<file path="src/rtl/cpu_pkg.sv">
// cpu_pkg: shared definitions for the instruction-fetch slice.
//   - Default instruction width and sequential PC step.
//   - NOP encoding (addi x0, x0, 0).
//   - Fetch FSM state enum.
//   - Pointer/count width helpers for power-of-two FIFOs.
package cpu_pkg;

    localparam int unsigned INSTR_W_DEFAULT = 32;
    localparam int unsigned PC_STEP_DEFAULT = 4;
    localparam logic [31:0] NOP_INSTR       = 32'h0000_0013;

    typedef enum logic [1:0] {
        IDLE  = 2'd0,
        RUN   = 2'd1,
        DRAIN = 2'd2
    } fetch_state_e;

    // Read/write pointer width; pointers wrap naturally at the power-of-two depth.
    function automatic int unsigned ptr_width(input int unsigned depth);
        return (depth > 1) ? $clog2(depth) : 1;
    endfunction

    // Occupancy counter needs one extra bit to tell full from empty.
    function automatic int unsigned cnt_width(input int unsigned depth);
        return $clog2(depth) + 1;
    endfunction

endpackage

</file>
<file path="src/rtl/sync_fifo.sv">
// sync_fifo: single-clock FIFO with flush, used as the fetch prefetch buffer.
// Ports:
//   clk, rst      clock and synchronous active-high reset
//   push, wdata   write request and data
//   pop           read request (head advances at the edge)
//   flush         discard all entries; wins over push and pop
//   rdata         entry at the head (meaningful only when !empty)
//   full, empty   occupancy flags
//   count         number of occupied entries
module sync_fifo
    import cpu_pkg::*;
#(
    parameter int unsigned WIDTH = 96,
    parameter int unsigned DEPTH = 4
) (
    input  logic                       clk,
    input  logic                       rst,
    input  logic                       push,
    input  logic [WIDTH-1:0]           wdata,
    input  logic                       pop,
    input  logic                       flush,
    output logic [WIDTH-1:0]           rdata,
    output logic                       full,
    output logic                       empty,
    output logic [$clog2(DEPTH):0]     count
);

    localparam int unsigned PW = ptr_width(DEPTH);
    localparam int unsigned CW = cnt_width(DEPTH);

    logic [WIDTH-1:0] mem_q [DEPTH];
    logic [PW-1:0]    wr_ptr_q, rd_ptr_q;
    logic [CW-1:0]    count_q;
    logic             do_push, do_pop;

    assign empty   = (count_q == '0);
    assign full    = (count_q == CW'(DEPTH));
    // A push at full is legal only when the head leaves in the same cycle.
    assign do_push = push && (!full || pop);
    assign do_pop  = pop && !empty;
    assign rdata   = mem_q[rd_ptr_q];
    assign count   = count_q;

    always_ff @(posedge clk) begin
        if (rst || flush) begin
            wr_ptr_q <= '0;
            rd_ptr_q <= '0;
            count_q  <= '0;
        end else begin
            if (do_push) wr_ptr_q <= wr_ptr_q + PW'(1);
            if (do_pop)  rd_ptr_q <= rd_ptr_q + PW'(1);
            count_q <= count_q + CW'(do_push) - CW'(do_pop);
        end
    end

    // Storage needs no reset: entries are only read once counted as valid.
    always_ff @(posedge clk) begin
        if (do_push && !flush && !rst) begin
            mem_q[wr_ptr_q] <= wdata;
        end
    end

endmodule

</file>
<file path="src/rtl/fetch_unit.sv">
// fetch_unit: instruction-fetch stage. Owns the fetch PC, issues reads to a
// synchronous instruction SRAM (1-cycle latency), buffers {instr, pc} in a
// prefetch FIFO and hands entries to decode over valid/ready. Redirect flushes
// the FIFO, kills any inflight read and retargets the fetch PC.
// Ports:
//   clk, rst              clock and synchronous active-high reset
//   enable                fetch permitted (IDLE/RUN/DRAIN control)
//   imem_addr, imem_ren   SRAM read request
//   imem_rdata            SRAM data, valid the cycle after imem_ren
//   redirect, redirect_pc branch/jump target (bits [1:0] forced to zero)
//   out_valid/out_ready   decode handshake; out_instr/out_pc are the FIFO head
//   fifo_count            occupied prefetch entries
// Build option: define FETCH_BYPASS_EN to present a response arriving into an
// empty FIFO combinationally on the outputs (1-cycle fetch-to-valid latency).
module fetch_unit
    import cpu_pkg::*;
#(
    parameter int unsigned       DATA_W     = 64,
    parameter int unsigned       INSTR_W    = INSTR_W_DEFAULT,
    parameter int unsigned       FIFO_DEPTH = 4,
    parameter logic [DATA_W-1:0] RESET_PC   = '0,
    parameter int unsigned       PC_STEP    = PC_STEP_DEFAULT
) (
    input  logic                          clk,
    input  logic                          rst,
    input  logic                          enable,
    output logic [DATA_W-1:0]             imem_addr,
    output logic                          imem_ren,
    input  logic [INSTR_W-1:0]            imem_rdata,
    input  logic                          redirect,
    input  logic [DATA_W-1:0]             redirect_pc,
    output logic                          out_valid,
    input  logic                          out_ready,
    output logic [INSTR_W-1:0]            out_instr,
    output logic [DATA_W-1:0]             out_pc,
    output logic [$clog2(FIFO_DEPTH):0]   fifo_count
);

    localparam int unsigned CW = cnt_width(FIFO_DEPTH);
    localparam int unsigned EW = INSTR_W + DATA_W;

    fetch_state_e      state_q, state_d;
    logic [DATA_W-1:0] fetch_pc_q, fetch_pc_d;
    logic [DATA_W-1:0] inflight_pc_q;
    logic              inflight_q;

    logic              issue, resp_valid, push, pop;
    logic              fifo_full, fifo_empty;
    logic [EW-1:0]     fifo_rdata;
    logic [CW-1:0]     count;

    // Credit check: buffered plus inflight entries must leave room for the new read.
    assign issue      = (state_q == RUN) && !redirect &&
                        ((count + CW'(inflight_q)) < CW'(FIFO_DEPTH));
    // A response landing in a redirect cycle belongs to the old path.
    assign resp_valid = inflight_q && !redirect;

    assign imem_ren   = issue;
    assign imem_addr  = fetch_pc_q;
    assign fifo_count = count;

`ifdef FETCH_BYPASS_EN
    logic bypass;
    assign bypass    = fifo_empty && resp_valid;
    assign push      = resp_valid && !(bypass && out_ready) && (!fifo_full || pop);
    assign pop       = !fifo_empty && out_ready && !redirect;
    assign out_valid = !fifo_empty || bypass;
    always_comb begin
        out_instr = '0;
        out_pc    = '0;
        if (!fifo_empty) begin
            out_instr = fifo_rdata[EW-1:DATA_W];
            out_pc    = fifo_rdata[DATA_W-1:0];
        end else if (bypass) begin
            out_instr = imem_rdata;
            out_pc    = inflight_pc_q;
        end
    end
`else
    assign push      = resp_valid && (!fifo_full || pop);
    assign pop       = !fifo_empty && out_ready && !redirect;
    assign out_valid = !fifo_empty;
    // Zero when empty so reset/flush leave clean outputs.
    assign out_instr = fifo_empty ? '0 : fifo_rdata[EW-1:DATA_W];
    assign out_pc    = fifo_empty ? '0 : fifo_rdata[DATA_W-1:0];
`endif

    always_comb begin
        state_d = state_q;
        unique case (state_q)
            IDLE:    if (enable) state_d = RUN;
            RUN:     if (!enable) state_d = DRAIN;
            DRAIN: begin
                if (enable) begin
                    state_d = RUN;
                end else if (fifo_empty && !inflight_q) begin
                    state_d = IDLE;
                end
            end
            default: state_d = IDLE;
        endcase
    end

    always_comb begin
        fetch_pc_d = fetch_pc_q;
        if (redirect) begin
            fetch_pc_d = redirect_pc & ~DATA_W'(3);
        end else if (issue) begin
            fetch_pc_d = fetch_pc_q + DATA_W'(PC_STEP);
        end
    end

    always_ff @(posedge clk) begin
        if (rst) begin
            state_q       <= IDLE;
            fetch_pc_q    <= RESET_PC;
            inflight_q    <= 1'b0;
            inflight_pc_q <= '0;
        end else begin
            state_q    <= state_d;
            fetch_pc_q <= fetch_pc_d;
            inflight_q <= issue;
            if (issue) inflight_pc_q <= fetch_pc_q;
        end
    end

    sync_fifo #(
        .WIDTH (EW),
        .DEPTH (FIFO_DEPTH)
    ) u_fifo (
        .clk   (clk),
        .rst   (rst),
        .push  (push),
        .wdata ({imem_rdata, inflight_pc_q}),
        .pop   (pop),
        .flush (redirect),
        .rdata (fifo_rdata),
        .full  (fifo_full),
        .empty (fifo_empty),
        .count (count)
    );

endmodule

</file>
<file path="config.mk">
export PLATFORM = sky130hd
export DESIGN_NAME = fetch_unit
export DESIGN_NICKNAME = d
export VERILOG_FILES = /design/src/rtl/cpu_pkg.sv /design/src/rtl/sync_fifo.sv /design/src/rtl/fetch_unit.sv
export SDC_FILE = /design/constraint.sdc
export NUM_CORES = 1
export LEC_CHECK = 0
export BUFFER_PORTS_ARGS = -buffer_cell sky130_fd_sc_hd__buf_2
export CORE_ASPECT_RATIO = 2
export CORE_UTILIZATION = 30
export DETAILED_ROUTE_END_ITERATION = 8
export GPL_ROUTABILITY_DRIVEN = 1
export HOLD_SLACK_MARGIN = 0.1
export PLACE_DENSITY = 0.44
export SYNTH_ARGS = -nofsm -noshare
export SYNTH_HDL_FRONTEND = slang
export SYNTH_SLANG_ARGS = --single-unit
</file>
<file path="constraint.sdc">
create_clock -name clk -period 5.3 [get_ports clk]
set_input_delay 0.53 -clock clk [delete_from_list [all_inputs] [get_ports clk]]
set_output_delay 0.53 -clock clk [all_outputs]
set_load 0.1 [all_outputs]
</file>
; After elaboration in Yosys (flattened, before gate mapping)
; Memories as Yosys holds them, arrays and structs flattened. A register that Yosys moved wholly into a read port is not among the register bits.
; Index checks and enable logic that the tools add are counted.
[classes]
add_sub_neg = 6
order_cmp = 1
eq_ne = 6
mux = 13
n_reduce_logical = 23
[op_table]
columns = operator, n
row1 = two-way mux 64 bit, 3
row2 = adder 64 x 3 -> 64 bit (second input constant), 1
row3 = two-way mux 32 bit, 1
row4 = two-way mux 2 bit, 6
row5 = logical AND 1 bit, 11
row6 = adder 3 x 1 -> 3 bit, 2
row7 = case mux 2 bit (3 select lines), 1
row8 = zero test 1 bit, 5
row9 = adder 2 x 1 -> 2 bit (second input constant), 2
row10 = != test 2 bit (second input constant), 2
row11 = equality test 3 bit (second input constant), 1
row12 = zero test 3 bit, 1
row13 = less-than comparator 3 bit (second input constant), 1
row14 = != test 3 bit (second input constant), 1
row15 = AND reduction 3 bit, 1
row16 = subtractor 3 x 1 -> 3 bit, 1
row17 = equality test 2 x 1 -> 1 bit (second input constant), 1
row18 = equality test 2 bit (second input constant), 1
row19 = zero test 2 bit, 1
row20 = logical OR 1 bit, 2
row21 = two-way mux 1 bit, 2
row22 = nonzero test 2 bit, 1
row23 = OR reduction 2 bit, 1
[totals]
regBits = 138
ramBits = 384
in_bits = 101
out_inout_bits = 165
word_cells = 58
memories = 1
[memory_table]
columns = name, words, width, rd, rd_clocked_by_memory_dff, write_ports, line_no
row1 = u_fifo.mem_q, 4, 96, 1, 1, 1, sync_fifo.sv:31  ; logic [WIDTH-1:0] mem_q [DEPTH];

; Depth between registers and ports, before layout
; Gate-level depths: netlist of the first run.
[logic_depth]
ltp_word = 11
depth_mapped = 13
depth_no_buf = 11

; Modules after synthesis
; From an unflattened synthesis of the first run, not the netlist that was laid out.
[unflattened]
cells_unflattened = 1464
hier_area_um2 = 21345.5
[by_module_without_submodules]
columns = mod, n_inst, cells_each, area_each_um2, seq_area_each_um2
row1 = sync_fifo, 1, 553, 14342.5, 11711.2
row2 = fetch_unit, 1, 911, 7003.0, 2542.4

; Worst setup path after synthesis of the first run
; Ideal clock, no wire load.
[synth_path]
path_type = flip-flop to flip-flop
from = register u_fifo.count_q[1] (netlist: u_fifo.count[1])
to = memory u_fifo.mem_q[0][10] (enable)
setup_time_ns = 0.464
t_arrival_ns = 3.812
required_ns = 4.836
setup_slack_ns = 1.025
path_stages_with_launch = 4
path_buffers = 0
period_less_slack_ns = 4.275
cell_sequence = dfxtp_1 -> o41ai_1 -> nor2_1 -> and2_1
[synth_via]
elab_chain_len = 11
word_cells_on_any_way = 13
classes_between = eq/ne (1) / mux (2) / reduce/logical (10)
[synth_rtl]
columns = item, line_no
row1 = start: declaration, sync_fifo.sv:33  ; logic [CW-1:0] count_q;
row2 = start signal: assignment, sync_fifo.sv:52  ; count_q <= count_q + CW'(do_push) - CW'(do_pop);
row3 = zero test 3 bit, sync_fifo.sv:36  ; assign empty = (count_q == '0);
row4 = zero test 1 bit, fetch_unit.sv:81  ; assign pop = !fifo_empty && out_ready && !redirect;
row5 = logical AND 1 bit (2 in series), fetch_unit.sv:81
row6 = logical OR 1 bit *, "sync_fifo.sv:39, fetch_unit.sv:80"
row7 = logical AND 1 bit, fetch_unit.sv:80  ; assign push = resp_valid && (!fifo_full || pop);
row8 = logical AND 1 bit *, sync_fifo.sv:39  ; assign do_push = push && (!full || pop);
row9 = logical AND 1 bit * (2 in series), sync_fifo.sv:58  ; if (do_push && !flush && !rst) begin
row10 = two-way mux 1 bit *, sync_fifo.sv:58
row11 = two-way mux 1 bit (not written as such) *, sync_fifo.sv:59  ; mem_q[wr_ptr_q] <= wdata;
row12 = end: declaration, sync_fifo.sv:31
; Every way passes the cells marked *; elsewhere a longest branch is shown, timed or not.

; Worst setup path in the final report of the first run
[layout_path]
from = register u_fifo.count_q[1] (netlist: u_fifo.count[1])
to = output port out_pc[59]
[layout_via]
elab_chain_len = 2
[layout_rtl]
columns = item, line_no
row1 = zero test 3 bit, sync_fifo.sv:36
row2 = two-way mux 64 bit, fetch_unit.sv:85  ; assign out_pc = fifo_empty ? '0 : fifo_rdata[DATA_W-1:0];
row3 = end: declaration, fetch_unit.sv:35  ; output logic [DATA_W-1:0] out_pc,
; Every way passes these cells.

==> results of run 1 <==
[stage by stage]
stage               worst slack [ns]  instances  total power [µW]  instance area (µm²)
floorplan                       1.02       1434              4860                20700
global placement                1.54       2510              5030                23000
detailed placement              1.54       2510              5040                23000
CTS                             1.54       2604              8650                24700
global route                    1.48       2604              8800                24700
finish                          1.71       2607              8520                24700
[timing repair]
action | 4_1_cts | 5_1_grt
endpoints found under the hold margin | 1 | 0
hold buffers | 1 | 0
resized for setup | 0 | 0
[state kept, by name, indices dropped and copies added, names as in the netlist, named ones only]
register / count
u_fifo.mem_q: 376
imem_addr: 62
inflight_pc_q: 62
u_fifo.count: 3
state_q: 2
u_fifo.rd_ptr_q: 2
u_fifo.wr_ptr_q: 2
inflight_q: 1
[cell type report]
class	instances	area, µm²	area share [%]
flip-flops and latches	512	14000	56.9
multi-input cells	806	6250	25.4
repair buffers	284	1550	6.29
clock buffers	70	1440	5.83
well taps	890	1110	4.52
clock inverters	23	203	0.822
inverters	19	72.6	0.294
diodes	3	7.51	0.0304
[cell families after synthesis]
family | Yosys count | share of synthesized area [%]
flip-flops | 512 | 67.7
AO/OA/AOI/OAI | 173 | 5.63
adder cells (fa/ha/maj) | 8 | 0.520
buffers and inverters | 116 | 2.25
AND/OR/NAND/NOR | 492 | 12.2
multiplexers | 96 | 10.3
XOR/XNOR | 33 | 1.40
other | 1 | 0.0181
[power breakdown]
group	leakage (µW)	total [µW]	internal, µW	switching (µW)
Combinational	0.00300	541	110	431
Sequential	0.00496	4410	4320	89.7
Clock	0.000804	3570	2010	1570
[per-layer routing]
layer / up-vias / track usage (%) / wire [µm]
li1: 5947 / - / -
met1: 6511 / 20.0 / 23800
met2: 424 / 29.7 / 30000
met3: 110 / 2.42 / 3100
met4: 2 / 6.87 / 2200
met5: - / 0 / 9
[worst register-to-register path, cell delays in order (launching register included)]
cell	delay [ns]
dfxtp_1	0.47
and4_1	0.42
nand4_1	0.49
or4_1	0.93
o311a_1	0.39
a2111oi_0	0.34
[final timing paths]
path	start	to	slack [ns]
max	u_fifo.count[1]$_SDFF_PP0_	out_pc[59]	1.71
min	imem_rdata[5]	u_fifo.mem_q[0][69]$_DFFE_PP_	0.16
max reg2reg	imem_addr[21]$_SDFFE_PP0P_	imem_addr[54]$_SDFFE_PP0P_	2.14
min reg2reg	inflight_pc_q[54]$_SDFFE_PP0P_	inflight_pc_q[54]$_SDFFE_PP0P_	0.50
[cell usage in the layout, fill, tap and decap left out, drive strengths merged, types with 20 or more instances in the layout]
cell type / count
edfxtp: 376
buf: 283
nand2: 172
dfxtp: 136
and2: 103
mux4: 94
clkbuf: 70
a21oi: 68
nor2: 64
xnor2: 28
nand4: 25
a211oi: 24
nor4: 22
inv: 20
==> qor.yml, run 1 <==
status: "finished clean"
vias: 13000
antenna_found_initial: 4
die_h_um: 374
cp-start-kind: "flip-flop"
path_depth: 4
grt_pass1_wl_um: 87100
rsz0062_at_grt: "no"
tns_ns: 0
drc: 0
dieWidth_um: 188
syn_avg_cell_area_um2: 14.5
ys_ff_latch: 512
cp_slowest_stage_delay_ns: 0.76
clk_latency_ns: 0.60
place_congestion: 0.854
ys_seq_area_share_pct: 67.7
routed_wl_um: 59100
boundaryPins: 266
finalCriticalPeriod_ns: 3.59
first_pass_iters: 4
avgRoutedWirePerCell_um: 22.7
critPathTopFamily: "simple AND/OR/NAND/NOR gates"
drive_gt1_share_pct: 27.7
cts_inserted_buffers: 50
nets: 1782
timing.fmax_ghz: 0.279
synthDominantCellAreaShare_pct: 54.5
leakagePower_uw: 0.00876
initial_utilization_pct: 30.5
cts.sinks: 512
htree_levels: 2
crit_chain: "or3_4, buf_4, and2_1, buf_2"
grt_use_total_pct: 16.7
async_flop_share_pct: 0
die_area_mm2: 0.0701
yosys-top-cells-count: "edfxtp_1 (376), nand2_1 (172), dfxtp_1 (136)"
min_path_type: "in -> reg"
clock_path_buffers: 3
cap_violations: 0
cts_root_buf: "clkbuf_16"
area_growth_pct: 19.1
critPathRequiredTime_ns: 4.77
overflow: 0
synth_area_mm2: 0.0207
post-cts-setup-buffer-count: 0
nFillCells: 6686
rows: 135
clock-skew-final_ns: 0.0236
synth_cells: 1431
cpMaxStageDelayCell: "or3_4"
timing.final.hold_violations: 0
holdPathStages: 1
dp_hpwl_um: 38100
hold_slack_ns: 0.156
synth_edf_count: 376
final_util_pct: 36.3
reg2reg_depth: 5
tightest_slew_ns: 1.04
ys.flop_type: "edfxtp_1"
yosysWarnings: 0
drt_iter0_markers: 573
first_global_vias: 13600
clkTransAtPathRegs_ns: 0.06
arrival_ns: 3.06
critPathBufInv: 2
final_antenna_net_count: 0
endpoint_kind: "primary output"
ys_top_cells_by_area: "edfxtp_1 (55%), dfxtp_1 (13%), mux4_2 (10%)"
io_buffers: 259
slew_viol_final: 0
cts_tree: "yes"
finalSetupViolCount: 0
pwr_density_cell_mw_per_mm2: 346
synth_top_area_cell: "edfxtp_1"
period_share_pct: 67.7
yosysMostFrequentCell: "edfxtp_1"
viasPerCell: 4.98
core_area_mm2: 0.0679
synth.distinct_cells: 63
ir_worst_vdd_v: 0.000247
criticalPathCategory: "reg -> out"
critPathMaxFanout: 67
max_slew_margin_pct: 30.8
grt_max_degree: 68
(Power assumes the default switching activity.)
==> run 2: changes to the inputs <==
==> constraint.sdc (replaced) <==
create_clock -name clk -period 3.8 [get_ports clk]
set_input_delay 0.38 -clock clk [delete_from_list [all_inputs] [get_ports clk]]
set_output_delay 0.38 -clock clk [all_outputs]
set_load 0.1 [all_outputs]
==> run 2 against run 1 <==
Flip-flop and latch count is the same; critical path depth is the same; count of clock-buffer cells in the layout shrank 1; hold slack lost 0.015 ns; wire length grew 2.8%; die area is the same; via count grew 3.6%; utilization grew 1.3 points; combinational power grew 57%; cell area grew 3.6%; highest routed layer is now met4.
==> qor.yml, run 2 (synthesis results as in run 1) <==
initial_utilization_pct: 30.5  # unchanged
power.share.combinational_pct: 7.1  # was 6.4%
clock_path_buffers: 3  # unchanged
pwr_density_cell_mw_per_mm2: 466  # was 346 mW/mm²
period_share_pct: 82.1
p_clk_share_pct: 41.3  # was 41.9%
mostFrequentLayoutCell: "edfxtp_1"  # unchanged
critPathBufInv: 2  # unchanged
clk_latency_ns: 0.59  # was 0.60 ns
rsz0062_at_grt: "no"  # unchanged
drive_gt1_share_pct: 26.7  # was 27.7%
io_buffers: 259  # unchanged
die_area_mm2: 0.0701  # unchanged
vias: 13500  # was 13.0k
cts_hold_buf: 84  # was 1
dieWidth_um: 188  # unchanged
largest_reg_flops: 376  # unchanged
tightest_slew_ns: 1.04  # about the same
antenna_found_initial: 3  # was 4
cts.repair.resized: 0  # unchanged
wl_met2_um: 30800  # was 30000 µm
criticalPathCategory: "reg -> out"  # unchanged
cpMaxStageDelayCell: "dfxtp_4"  # was or3_4
grt_use_total_pct: 17.2  # was 16.7%
htree_levels: 2  # unchanged
critPathMaxFanout: 33  # was 67
core_area_mm2: 0.0679  # unchanged
critPathRequiredTime_ns: 3.42  # was 4.77 ns
top_register: "u_fifo.mem_q"  # unchanged
switching_share_pct: 24.4  # was 24.5%
max_slew_margin_pct: 30.7  # was 30.8%
tns_ns: 0  # unchanged
final_cell_mix: "edfxtp_1 (376), buf_2 (258), nand2_1 (172), dfxtp_1 (134), and2_1 (98)"  # unchanged
leakagePower_uw: 0.00916  # was 0.00876 µW
wl_met3_um: 2980  # was 3100 µm
routed_wl_um: 60700  # was 59100 µm
cap_violations: 0  # unchanged
grt_max_degree: 79  # was 68
critPathTopFamily: "flip-flops"  # was simple AND/OR/NAND/NOR gates
first_global_vias: 14000  # was 13.6k
final_antenna_net_count: 0  # unchanged
netSwitchingPower_uw: 2900  # was 2090 µW
viasPerCell: 4.99  # was 4.98
finalSetupViolCount: 0  # unchanged
cts_inserted_buffers: 49  # was 50
dp_hpwl_um: 37800  # was 38100 µm
first_pass_iters: 4  # unchanged
min_path_type: "in -> reg"  # unchanged
clkTransAtPathRegs_ns: 0.07  # was 0.06 ns
total_power_uw: 11900  # was 8520 µW
top_layer: "met4"  # was met5
cts.sinks: 512  # unchanged
crit_chain: "buf_12, mux4_2, and2_1, buf_2"  # was or3_4, buf_4, and2_1, buf_2
nets: 1873  # was 1782
finalCriticalPeriod_ns: 3.12
grt_pass1_wl_um: 89900  # was 87100 µm
cp_slowest_stage_delay_ns: 0.64  # was 0.76 ns
ir_worst_vdd_v: 0.000402  # was 0.000247 V
p_int_uw: 9010  # was 6430 µW
place_congestion: 0.848  # was 0.854
die_h_um: 374  # unchanged
drt_iter0_markers: 671  # was 573
overflow: 0  # unchanged
cp-start-kind: "flip-flop"  # unchanged
cts_root_buf: "clkbuf_16"  # unchanged
status: "finished clean"  # unchanged
reg2reg_depth: 6  # was 5
endpoint_kind: "primary output"  # unchanged
wl_met1_um: 25200  # was 23800 µm
nFillCells: 6611  # was 6686
cts_tree: "yes"  # unchanged
rows: 135  # unchanged
clock-skew-final_ns: 0.0233  # was 0.0236 ns
p_seq_share_pct: 51.5  # was 51.7%
slew_viol_final: 0  # unchanged
arrival_ns: 2.74  # was 3.06 ns
boundaryPins: 266  # unchanged
timing.final.hold_violations: 0  # unchanged
post-cts-setup-buffer-count: 0  # unchanged
avgRoutedWirePerCell_um: 22.5  # was 22.7 µm
drc: 0  # unchanged
holdPathStages: 3  # was 1
path_depth: 4  # unchanged
area_growth_pct: 23.4  # was 19.1%
timing.fmax_ghz: 0.321
run 2: changes by cell type in the layout (fill, tap and decap cells not counted), moves of 2 or more:
cell           change
dlygate4sd3_1     +83
buf_4              +7
clkbuf_8           -3
clkinv_2           +3
buf_12             +2
clkinv_1           -2
clkinvlp_4         -2
diode_2            -2
run 2: layout make-up:
cell class / count / area [µm²] / share of cell area [%]
diodes: 1 / 2.50 / 0.00979
clock buffers: 69 / 1430 / 5.58
clock inverters: 22 / 189 / 0.739
inverters: 19 / 72.6 / 0.284
multi-input cells: 806 / 6250 / 24.5
flip-flops and latches: 512 / 14000 / 54.9
well taps: 890 / 1110 / 4.36
repair buffers: 376 / 2470 / 9.69
run 2: metal layers:
metal	global-route usage [%]	vias up
li1	-	6110
met1	20.9	6808
met2	30.9	449
met3	2.51	91
met4	5.89	0
met5	0	-
run 2: worst reg2reg max path: cells and delay by family (launching register included):
family / cells / cell delay, ns
simple gates: 3 / 1.42
buf+inv: 1 / 0.24
flops: 1 / 0.46
compound gates: 2 / 0.73
run 2: power groups by stage:
| stage | combinational (µW) | sequential, µW | clock [µW] |
|---|---|---|---|
| 6_report | 852 | 6140 | 4920 |
| 4_1_cts | 858 | 6130 | 5070 |
| 2_1_floorplan | 245 | 6540 | 0 |
| 3_5_place_dp | 786 | 6260 | 0 |
| 5_1_grt | 894 | 6140 | 5260 |
| 3_3_place_gp | 781 | 6260 | 0 |
run 2: through the flow:
stage	hold WS (ns)	area [µm²]	std cells	setup slack, ns	utilization [%]
2_1_floorplan	0.459	20700	1434	0.0732	-
3_3_place_gp	0.470	23100	2519	0.819	34.0
3_5_place_dp	0.486	23100	2519	0.814	34.0
4_1_cts	0.107	25600	2694	0.551	37.6
5_1_grt	0.136	25600	2694	0.532	37.6
6_report	0.141	25600	2695	0.682	37.6
run 2: worst paths after layout:
| check | start | to | slack [ns] |
|---|---|---|---|
| setup reg to reg | imem_addr[4]$_SDFFE_PP0P_ | imem_addr[54]$_SDFFE_PP0P_ | 0.83 |
| setup / recovery | flip-flop | out_pc[63] | 0.68 |
| hold / removal | redirect_pc[55] | imem_addr[55]$_SDFFE_PP0P_ | 0.14 |
| hold reg to reg | inflight_pc_q[35]$_SDFFE_PP0P_ | u_fifo.mem_q[2][35]$_DFFE_PP_ | 0.49 |
